===== config.mk =====
export PLATFORM = sky130hd
export DESIGN_NAME = add_seq_ctrl
export DESIGN_NICKNAME = d
export VERILOG_FILES = /design/src/rtl/add_seq_ctrl_pkg.sv /design/src/rtl/ADD_CLA_8.sv /design/src/rtl/add_seq_ctrl.sv
export SDC_FILE = /design/constraint.sdc
export NUM_CORES = 1
export LEC_CHECK = 0
export CAP_MARGIN = 20
export CORE_MARGIN = 2
export CORE_UTILIZATION = 50
export DETAILED_ROUTE_END_ITERATION = 8
export PLACE_DENSITY = 0.89
export SKIP_LAST_GASP = 1
export SYNTH_ARGS = -nofsm -noshare
export SYNTH_HDL_FRONTEND = slang
export SYNTH_SLANG_ARGS = --single-unit

===== constraint.sdc =====
create_clock -name iClk -period 4.2 [get_ports iClk]
set_input_delay 0.84 -clock iClk [delete_from_list [all_inputs] [get_ports iClk]]
set_output_delay 0.84 -clock iClk [all_outputs]
set_load 0.01 [all_outputs]

===== src/rtl/add_seq_ctrl_pkg.sv =====
// Shared definitions for the slice-sequenced adder: slice width and controller state encoding.
package add_seq_ctrl_pkg;

   localparam int SLICE_W = 8;

   typedef enum logic [1:0] {
      IDLE = 2'd0,
      RUN  = 2'd1,
      DONE = 2'd2
   } state_t;

endpackage


===== src/rtl/ADD_CLA_8.sv =====
// 8-bit carry-lookahead adder slice; every carry is formed directly from the generate/propagate terms.
module ADD_CLA_8 (
   input  logic [7:0] a,
   input  logic [7:0] b,
   input  logic       ci,
   output logic [7:0] s,
   output logic       co,
   output logic       g,
   output logic       p
);

   logic [7:0] gb;
   logic [7:0] pb;
   logic [8:0] c;

   assign gb = a & b;
   assign pb = a ^ b;

   // c[i] = G[i-1:0] | P[i-1:0]&ci, expanded as a flat sum of products
   always_comb begin
      logic t;
      c    = '0;
      t    = 1'b0;
      c[0] = ci;
      for (int i = 1; i <= 8; i++) begin
         t = ci;
         for (int m = 0; m < i; m++) t = t & pb[m];
         c[i] = t;
         for (int j = 0; j < i; j++) begin
            t = gb[j];
            for (int m = j + 1; m < i; m++) t = t & pb[m];
            c[i] = c[i] | t;
         end
      end
   end

   always_comb begin
      logic t;
      g = 1'b0;
      t = 1'b0;
      for (int j = 0; j < 8; j++) begin
         t = gb[j];
         for (int m = j + 1; m < 8; m++) t = t & pb[m];
         g = g | t;
      end
   end

   assign p  = &pb;
   assign s  = pb ^ c[7:0];
   assign co = c[8];

endmodule


===== src/rtl/add_seq_ctrl.sv =====
// WIDTH-bit add/subtract sequencer reusing one 8-bit CLA slice, LSB slice first,
// with the slice carry registered between cycles and valid/ready on both sides.
module add_seq_ctrl
   import add_seq_ctrl_pkg::*;
#(
   parameter int WIDTH = 32
) (
   input  logic             iClk,
   input  logic             iRst_n,
   input  logic             iValid,
   output logic             oReady,
   input  logic [WIDTH-1:0] iA,
   input  logic [WIDTH-1:0] iB,
   input  logic             iSub,
   output logic             oValid,
   input  logic             iReady,
   output logic [WIDTH-1:0] oS,
   output logic             oC,
   output logic             oV,
   output logic             oZ
);

   localparam int NSLICE = WIDTH / SLICE_W;
   localparam int IDX_W  = (NSLICE > 1) ? $clog2(NSLICE) : 1;
   localparam logic [IDX_W-1:0] IDX_LAST = IDX_W'(NSLICE - 1);

   state_t             st;
   state_t             st_nxt;
   logic [WIDTH-1:0]   a_q;
   logic [WIDTH-1:0]   beff_q;
   logic [WIDTH-1:0]   s_q;
   logic [WIDTH-1:0]   s_upd;
   logic               carry_q;
   logic               c_q;
   logic               v_q;
   logic               z_q;
   logic [IDX_W-1:0]   idx_q;
   logic [SLICE_W-1:0] a_slc;
   logic [SLICE_W-1:0] b_slc;
   logic [SLICE_W-1:0] slc_s;
   logic               slc_co;
   logic               unused_g;
   logic               unused_p;
   logic               last_slc;

   assign a_slc    = a_q[idx_q*SLICE_W +: SLICE_W];
   assign b_slc    = beff_q[idx_q*SLICE_W +: SLICE_W];
   assign last_slc = (idx_q == IDX_LAST);

   ADD_CLA_8 u_slice (
      .a  (a_slc),
      .b  (b_slc),
      .ci (carry_q),
      .s  (slc_s),
      .co (slc_co),
      .g  (unused_g),
      .p  (unused_p)
   );

   // Result with the current slice merged in; flags on the last slice are taken from this
   always_comb begin
      s_upd = s_q;
      s_upd[idx_q*SLICE_W +: SLICE_W] = slc_s;
   end

   always_ff @(posedge iClk) begin
      if (!iRst_n) st <= IDLE;
      else         st <= st_nxt;
   end

   always_comb begin
      st_nxt = st;
      case (st)
         IDLE:    if (iValid)   st_nxt = RUN;
         RUN:     if (last_slc) st_nxt = DONE;
         DONE:    if (iReady)   st_nxt = IDLE;
         default:               st_nxt = IDLE;
      endcase
   end

   always_ff @(posedge iClk) begin
      if (!iRst_n) begin
         a_q     <= '0;
         beff_q  <= '0;
         s_q     <= '0;
         carry_q <= 1'b0;
         idx_q   <= '0;
         c_q     <= 1'b0;
         v_q     <= 1'b0;
         z_q     <= 1'b0;
      end else begin
         case (st)
            IDLE: begin
               if (iValid) begin
                  a_q     <= iA;
                  beff_q  <= iSub ? ~iB : iB;
                  carry_q <= iSub;
                  idx_q   <= '0;
               end
            end
            RUN: begin
               s_q     <= s_upd;
               carry_q <= slc_co;
               idx_q   <= idx_q + IDX_W'(1);
               if (last_slc) begin
                  c_q <= slc_co;
                  v_q <= (a_q[WIDTH-1] == beff_q[WIDTH-1]) && (s_upd[WIDTH-1] != a_q[WIDTH-1]);
                  z_q <= (s_upd == '0);
               end
            end
            default: ;
         endcase
      end
   end

   assign oReady = (st == IDLE);
   assign oValid = (st == DONE);
   assign oS     = s_q;
   assign oC     = c_q;
   assign oV     = v_q;
   assign oZ     = z_q;

endmodule


==> results of run 1 <==
[power by group]
group	switching, W	internal (W)	total (W)	leakage [nW]
combinational	0.000221	0.000218	0.000439	1.62
sequential	0.0000415	0.00104	0.00108	0.851
clock	0.000348	0.000373	0.000721	0.117
[cell type report]
class	count	area, sq um
Sequential cell	104	2080
Clock buffer	11	151
Inverter	4	15.0
Multi-Input combinational cell	397	2930
Timing Repair Buffer	110	1110
Clock inverter	5	85.1
Tap cell	136	170
Fill cell	813	3640
[metal layers]
layer / part of all wire (%) / GRT usage [%] / up-vias / wire length [um]
met5: 0 / 0 / - / 0
met4: 2.4 / 9.12 / 0 / 308
met2: 51 / 40.4 / 163 / 6490
met1: 41 / 27.3 / 2066 / 5270
li1: - / - / 2096 / -
met3: 5.3 / 4.70 / 24 / 671
[through the flow]
stage / setup WS (ns) / total power, W / instances
2_1_floorplan: 0.893 / 0.00137 / 543
3_3_place_gp: 0.675 / 0.00152 / 750
3_5_place_dp: 0.610 / 0.00153 / 750
4_1_cts: 0.560 / 0.00224 / 766
5_1_grt: 0.346 / 0.00232 / 767
6_report: 0.597 / 0.00224 / 767
[flip-flops by register name, indices dropped and copies added, names as in the netlist]
name     flops
beff_q      32
carry_q      1
a_q         32
st           2
oC           1
oS          32
oZ           1
idx_q        2
oV           1
[path summary, 6_finish.rpt]
kind	from	to	slack, ns	cells past startpoint
hold reg to reg	a_q[7]	a_q[7]	0.47	2
hold / removal	a_q[7]	a_q[7]	0.47	2
setup / recovery	idx_q[0]	oZ	0.60	8
setup reg to reg	idx_q[0]	oZ	0.60	8
[worst max-delay path: cells and delay by family (launching register included)]
kind            cells  cell delay, ns
flops               1            1.00
simple gates        1            0.55
xor+xnor            1            0.18
compound gates      3            0.62
mux                 1            0.65
fa+ha+maj           2            0.51
[Yosys cell counts (5+ instances only)]
cell | number | area (sq um)
nand2_1 | 112 | 420
dfxtp_1 | 104 | 2080
a21boi_0 | 40 | 300
xnor2_1 | 34 | 298
o211a_1 | 33 | 330
clkbuf_1 | 32 | 120
nor2b_1 | 29 | 181
a22oi_1 | 24 | 180
mux4_2 | 16 | 360
ha_1 | 15 | 188
a21oi_1 | 12 | 60.1
nor2_1 | 9 | 33.8
nor4_1 | 9 | 56.3
nand3_1 | 8 | 40.0
nand4_1 | 6 | 37.5
and2_1 | 5 | 31.3
o21a_1 | 5 | 37.5
[kinds of logic after synthesis]
kind of cell	Yosys count
compound gates	131
xor+xnor	37
mux	18
flops	104
fa+ha+maj	16
simple gates	195
buf+inv	42
==> results.md, run 1 <==
* Critical-path cell list: mux4_2 -> ha_1 -> ha_1 -> o21a_1 -> o211ai_2 -> xnor2_1 -> or4_4 -> o31ai_2
* Row Count at 37
* Post-synth EDFFs at 0
* Final Slew Violations at 0
* GRT overflow at 0
* CTS max path bufs at 2
* CTS buffer count at 9
* Unique masters post-synth at 48
* Synth Register Bits at 104
* Crit share post-route at 85.8%
* Post-DP HPWL at 9430 um
* CP dominant cell by count: ha_1
* Post-synthesis xor/xnor area fraction at 6.27%
* Compound-Gate Fraction of Synth Area at 20.6%
* Ys Warns at 0
* Initial Util at 50.7%
* Core Box Area at 10200 sq um
* Synthesized area at 5170 sq um
* Wire length per cell at 16.6 um
* TritonRoute pass-1 iters at 5
* Mux cell area share after synthesis at 7.38%
* Primary FF master, synth: dfxtp_1
* Status: finished, final reports clean
* Clk_lat worst skew at 0.38 ns
* Die Wd at 106 um
* Hold buffers post-CTS at 0
* Power density over the cells at 342 nW/um^2
* Clock root cell: clkbuf_8
* Register area share after synthesis at 40.3%
* Largest net degree at the start of global routing at 105
* Tmin final at 3.60 ns
* Clock Skew at 0.0119 ns
* Async SR Flop Fraction at 0%
* Area Overhead vs Synth at 26.6%
* # DRC at 0
* Vias in the first global route at 4357
* DRT iter0 DRCs at 203
* Die height at 106 um
* Most frequent cells in the layout: nand2_1 (112), dfxtp_1 (104), clkdlybuf4s50_1 (103)
* Crit Path Category: register to register
* Hold slack final at 0.472 ns
* Vias/cell at 5.67
* Clock slew at reported path FFs at 0.09 ns
* Final ANT Viol Nets at 0
* Vias post-DR at 4349
* Critical path required time at 4.49 ns
* Worst min path class: register to register
* Simple-gate share of the synthesized area at 18.3%
* Static leakage at 2.59 nW
* Worst-path fanout max at 17
* GRT Total Usage at 22.9%
* Port buffer count at 105
* RePlAce Congestion at 0.934
* First-pass GRT wire length at 20600 um
* Cell Area, Placed at 6280 sq um
* Ant diodes at 0
* Most common cell after layout, fill and taps aside: nand2_1
* Die ar. at 11200 sq um
* Mapped Nets at 628
* Avg Inst Size Synth at 9.52 sq um
* Unrepaired setup endpoints after global routing: no
* Post-route cell area at 6540 sq um
* Post-CTS Resized at 0
* Synth Instances at 543
* Worst setup EP type: register
* CP peak stage delay at 1.00 ns
* Rel. slew slack at 31.4%
* Layout net count at 711
* Worst Max-Slew Pin Slew at 1.03 ns
* Adder-Cell Fraction of Synth Area at 4.02%
* Hold Vio Cnt, Final at 0
* DRT Wirelength at 12700 um
* Setup TNS Final at 0 ns
* Fmax at 0.278 GHz
* Largest family of logic cells by synthesized area: compound AO/OA/AOI/OAI gates
* Slowest CP cell: dfxtp_1
* Arrival time worst endpoint at 3.90 ns
* Layout cells sized above 1 at 8.08%
* Setup violators final at 0
* Peak VDD IR at 0.251 mV
* Clock sink total at 104
* TritonCTS clock tree: yes
* Htree depth at 3
* Post-CTS repair timing setup buffer count at 0
* Fin util at 64.2%
* Initial antenna violation count at 0
* Max-cap viol count at 0
* Setup crit start kind: register
* Ports at 106
(Power assumes the default switching activity.)
==> inputs of run 2 (changes only) <==
--- a/config.mk
+++ b/config.mk
@@ -7,9 +7,9 @@
 export LEC_CHECK = 0
 export CAP_MARGIN = 20
 export CORE_MARGIN = 2
-export CORE_UTILIZATION = 50
+export CORE_UTILIZATION = 47
 export DETAILED_ROUTE_END_ITERATION = 8
-export PLACE_DENSITY = 0.89
+export PLACE_DENSITY = 0.88
 export SKIP_LAST_GASP = 1
 export SYNTH_ARGS = -nofsm -noshare
 export SYNTH_HDL_FRONTEND = slang
==> constraint.sdc (replaced) <==
create_clock -name iClk -period 3 [get_ports iClk]
set_input_delay 0.6 -clock iClk [delete_from_list [all_inputs] [get_ports iClk]]
set_output_delay 0.6 -clock iClk [all_outputs]
set_load 0.01 [all_outputs]
==> run 2 against run 1 <==
Critical endpoint unchanged. Non-clock buffer count increased by 15. Count of clock-buffer cells in the layout shrank 2. Fmax increased by 24%.
==> results.md, run 2 (synthesized netlist as in run 1, its figures left out) <==
* Status: finished, final reports clean
* Setup violators final at 0
* Wire length per cell at 16.8 um
* Vias/cell at 5.69
* Die height at 109 um
* Worst setup EP type: register
* # DRC at 0
* Hold buffers post-CTS at 0
* Hold slack final at 0.480 ns
* Placed Instances at 765
* Layout cells sized above 1 at 10.9%
* TritonRoute pass-1 iters at 7
* Most frequent cells in the layout: nand2_1 (112), clkdlybuf4s50_1 (103), dfxtp_1 (102)
* Die ar. at 11900 sq um
* Crit Path Category: register to register
* Core Box Area at 10800 sq um
* Rel. slew slack at 40.1%
* Crit share post-route at 97.2%
* Hold Vio Cnt, Final at 0
* GRT overflow at 0
* Area Overhead vs Synth at 28.2%
* Power density over the cells at 460 nW/um^2
* Post-DP HPWL at 9970 um
* CTS buffer count at 9
* Tmin final at 2.91 ns
* Die Wd at 109 um
* Most common cell after layout, fill and taps aside: nand2_1
* Reg2reg setup slack at 0.09 ns
* Worst-path fanout max at 13
* Clock sink total at 104
* Row Count at 38
* Worst reg-to-reg path cell count at 9
* Clock power share at 28.6%
* Ant diodes at 0
* Clk_lat worst skew at 0.38 ns
* Clock Skew at 0.00897 ns
* Max-cap viol count at 0
* Combinational share of power at 21.8%
* Vias in the first global route at 4412
* RePlAce Congestion at 0.883
* Int Pwr at 0.00218 W
* Setup crit start kind: register
* Sw frac at 28.5%
* Psw at 0.000871 W
* Initial Util at 47.9%
* Port buffer count at 105
* Layout filler cell count at 894
* CTS max path bufs at 2
* Worst Setup SP: idx_q[0]
* Fmax at 0.343 GHz
* Initial antenna violation count at 0
* DRT Wirelength at 13200 um
* Worst Max-Slew Pin Slew at 0.899 ns
* Final Slew Violations at 0
* Static leakage at 2.65 nW
* GRT Total Usage at 22.6%
* Final ANT Viol Nets at 0
* Ports at 106
* Critical path required time at 3.29 ns
* Vias post-DR at 4466
* Reg-to-Reg Start: idx_q[0]
* Peak VDD IR at 0.286 mV
* Clock slew at reported path FFs at 0.10 ns
* Reg power frac at 49.5%
* TritonCTS clock tree: yes
* Layout net count at 726
* Arrival time worst endpoint at 3.21 ns
* First-pass GRT wire length at 21000 um
* Final std cells w/o fill at 785
* Largest net degree at the start of global routing at 105
* Worst min path class: register to register
* DRT iter0 DRCs at 244
* Fin util at 61.4%
* Clock root cell: clkbuf_8
* Worst reg2reg endpoint: oZ
* Worst Setup EP: oZ
* Htree depth at 3
==> run 2: changes by cell type in the layout (fill, tap and decap cells not counted), moves of 2 or more <==
| cell | delta |
|---|---|
| dfxtp_2 | +2 |
| dfxtp_1 | -2 |
| clkbuf_8 | -2 |
| buf_4 | +15 |
==> run 2: area by class of cell <==
class	count	area [sq um]	area share, %
clock buffers	9	124	1.87
inverters	4	15.0	0.227
flip-flops and latches	104	2080	31.5
clock inverters	6	68.8	1.04
repair buffers	125	1220	18.4
multi-input cells	397	2940	44.4
well taps	140	175	2.64
==> run 2: worst max-delay path, cell delays in order, from the launching register on <==
cell	delay [ns]
dfxtp_2	0.36
buf_12	0.16
mux4_2	0.54
ha_1	0.29
ha_1	0.20
o21a_1	0.24
o211ai_2	0.22
xnor2_2	0.10
or4_4	0.51
o31ai_2	0.21
==> run 2: layer usage <==
| metal | GRT usage (%) | part of all wire (%) | vias up |
|---|---|---|---|
| met5 | 0 | 0 | - |
| met4 | 10.9 | 3.7 | 0 |
| met3 | 3.95 | 5.4 | 36 |
| met2 | 39.7 | 50 | 174 |
| met1 | 26.5 | 41 | 2130 |
| li1 | - | - | 2126 |
==> run 2: stage by stage <==
stage | setup WS (ns) | area (sq um) | TNS [ns] | power (W)
3_5_place_dp | 0.0582 | 6390 | 0 | 0.00219
2_1_floorplan | 0.0138 | 5210 | 0 | 0.00193
4_1_cts | 0.0338 | 6580 | 0 | 0.00305
6_report | 0.0851 | 6630 | 0 | 0.00305
5_1_grt | -0.00761 | 6630 | -0.00761 | 0.00317
3_3_place_gp | 0.131 | 6390 | 0 | 0.00217
==> run 2: what timing repair did <==
| action | CTS | global route |
|---|---|---|
| setup buffers | 0 | 5 |
| setup endpoints to repair | 0 | 10 |
| gates resized for setup | 0 | 4 |
==> run 2: how the worst min path moves through the flow <==
| stage | from | end | cells after the start |
|---|---|---|---|
| after CTS | a_q[26] | a_q[26] | 2 |
| after global placement | a_q[24] | a_q[24] | 2 |
| after floorplan | a_q[14] | a_q[14] | 2 |
| after global routing | a_q[28] | a_q[28] | 2 |
| after detailed placement | a_q[26] | a_q[26] | 2 |
| final | a_q[22] | a_q[22] | 2 |
==> run 2: power by group through the flow <==
stage	logic (W)	clock network, W	registers [W]
finish	0.000666	0.000874	0.00151
global route	0.000716	0.000935	0.00152
CTS	0.000655	0.000883	0.00151
detailed placement	0.000651	0	0.00154
global placement	0.000629	0	0.00154
floorplan	0.000409	0	0.00152
==> inputs of run 3 (changes only) <==
--- a/config.mk
+++ b/config.mk
@@ -6,7 +6,6 @@
 export NUM_CORES = 1
 export LEC_CHECK = 0
 export CAP_MARGIN = 20
-export CORE_MARGIN = 2
 export CORE_UTILIZATION = 47
 export DETAILED_ROUTE_END_ITERATION = 8
 export PLACE_DENSITY = 0.88
@@ -14,3 +13,4 @@
 export SYNTH_ARGS = -nofsm -noshare
 export SYNTH_HDL_FRONTEND = slang
 export SYNTH_SLANG_ARGS = --single-unit
+export TNS_END_PERCENT = 100
==> run 3 against run 2 <==
Final cell count is 0.76% lower. Global-route usage up 0.58 points. Clock power down 3.9%. Critical path type unchanged. Highest routed layer unchanged.
==> results.md, run 3 (synthesized netlist as in run 1, its figures left out) <==
* Status: finished, final reports clean
* Final worst slack at 0.0638 ns
* Row Count at 37
* Dpl ws at 0.0504 ns
* Peak VDD IR at 0.248 mV
* Tmin final at 2.94 ns
* Critical-path cell list: buf_12 -> mux4_2 -> ha_1 -> ha_1 -> o211ai_1 -> a21oi_2 -> or4_4 -> a32o_1 -> o31ai_2
* Arrival time worst endpoint at 3.24 ns
* DRT iter0 DRCs at 273
* Post-route cell area at 6600 sq um
* Worst min path class: register to register
* Reg power frac at 50.2%
* Initial antenna violation count at 0
* Area Overhead vs Synth at 27.7%
* Hold path depth at 2
* GRT Total Usage at 23.2%
* Reg-to-Reg Start: idx_q[0]
* Ant diodes at 0
* Unrepaired setup endpoints after global routing: yes
* Die height at 107 um
* Vias post-DR at 4439
* Die Wd at 107 um
* Int Pwr at 0.00211 W
* Critical path required time at 3.31 ns
* Hold Path Origin: a_q[10]
* First-pass GRT wire length at 20700 um
* RePlAce Congestion at 0.895
* Reg2reg setup slack at 0.06 ns
* Power density over the cells at 456 nW/um^2
* Layout net count at 723
* Combinational share of power at 21.9%
* Post-DP HPWL at 9700 um
* Port buffer count at 105
* Initial Util at 49.2%
* Core Box Area at 10500 sq um
* Cell Area, Placed at 6390 sq um
* Worst-path fanout max at 12
* Worst setup EP type: register
* CTS buffer count at 9
* Fmax at 0.341 GHz
* Crit share post-route at 97.9%
* Htree depth at 3
* Crit Path Category: register to register
* Hold worst-path end: a_q[10]
* Hold Vio Cnt, Final at 0
* CTS max path bufs at 2
* Clock power share at 27.9%
* Ports at 106
* Static leakage at 2.64 nW
* Clock sink total at 104
* Worst reg2reg endpoint: oZ
* Vias/cell at 5.70
* Clk_lat worst skew at 0.38 ns
* Worst reg-to-reg path cell count at 9
* TritonRoute pass-1 iters at 5
* Psw at 0.000898 W
* Buf+Inv Stages, Crit Path at 1
* Slowest CP cell: mux4_2
* Setup crit start kind: register
* Most frequent cells in the layout: nand2_1 (112), dfxtp_1 (104), clkdlybuf4s50_1 (103)
* Vias in the first global route at 4382
* Clock slew at reported path FFs at 0.10 ns
* CP peak stage delay at 0.54 ns
* TritonCTS clock tree: yes
* Clock root cell: clkbuf_8
* DRT Wirelength at 12900 um
* CP delay by family, top: compound AO/OA/AOI/OAI gates
* Largest net degree at the start of global routing at 105
* # DRC at 0
* Sw frac at 29.8%
* Worst Max-Slew Pin Slew at 0.874 ns
* Max-cap viol count at 0
* Layout cells sized above 1 at 10.6%
* Final ANT Viol Nets at 0
* CP dominant cell by count: ha_1
* Rel. slew slack at 41.7%
* Clock Skew at 0.00922 ns
* Most common cell after layout, fill and taps aside: nand2_1
* Die ar. at 11400 sq um
* Final Slew Violations at 0
* Wire length per cell at 16.5 um
* Setup violators final at 0
* GRT overflow at 0
[run 3: changes by cell type in the layout (fill, tap and decap cells not counted), moves of 2 or more]
cell	previous run	this run
buf_4	18	14
dfxtp_1	102	104
dfxtp_2	2	0
inv_6	2	4
[run 3: power groups by stage]
stage                     Combinational (W)  Clock, W  Sequential [W]
final                              0.000659  0.000840         0.00151
after global routing               0.000714  0.000909         0.00152
after CTS                          0.000652  0.000859         0.00151
after detailed placement           0.000650         0         0.00154
after global placement             0.000633         0         0.00154
after floorplan                    0.000409         0         0.00152
[run 3: how the worst max path moves through the flow]
stage	end	slack (ns)	cells past startpoint	start
floorplan	oZ	0.01	10	idx_q[0]
global placement	oZ	0.14	9	idx_q[0]
detailed placement	oZ	0.05	9	idx_q[1]
CTS	oZ	0.02	9	idx_q[1]
global route	oZ	-0.06	9	idx_q[0]
finish	oZ	0.06	9	idx_q[0]
[run 3: metal layers]
layer / vias up / track usage, % / routed length [um]
li1: 2129 / - / -
met1: 2099 / 27.4 / 5270
met2: 172 / 39.5 / 6410
met3: 39 / 4.62 / 727
met4: 0 / 12.3 / 444
met5: - / 0 / 0
[run 3: cell type report]
cell class	instances	area [sq um]
inverters	4	15.0
flip-flops and latches	104	2080
repair buffers	122	1200
multi-input cells	397	2950
clock buffers	9	124
well taps	136	170
clock inverters	7	60.1
fillers	843	3910
[run 3: repair_timing]
item / CTS / global route
hold buffers: 0 / 0
buffers inserted: 0 / 1
resized for setup: 0 / 6
endpoints found under the setup margin: 0 / 11
endpoints found under the hold margin: 0 / 0
[run 3: worst register-to-register path, cell delays in order (launching register included)]
cell	delay [ns]
dfxtp_1	0.39
buf_12	0.16
mux4_2	0.54
ha_1	0.31
ha_1	0.20
o211ai_1	0.24
a21oi_2	0.14
or4_4	0.47
a32o_1	0.23
o31ai_2	0.16
[run 3: per-stage QoR]
stage               total power, W  instances  hold slack, ns  util (%)  setup TNS, ns
CTS                        0.00302        778           0.478      62.6              0
global placement           0.00217        762           0.456      60.8              0
global route               0.00314        779           0.502      62.8        -0.0579
detailed placement         0.00219        762           0.462      60.8              0
finish                     0.00301        779           0.479      62.8              0
floorplan                  0.00193        543           0.440         -              0
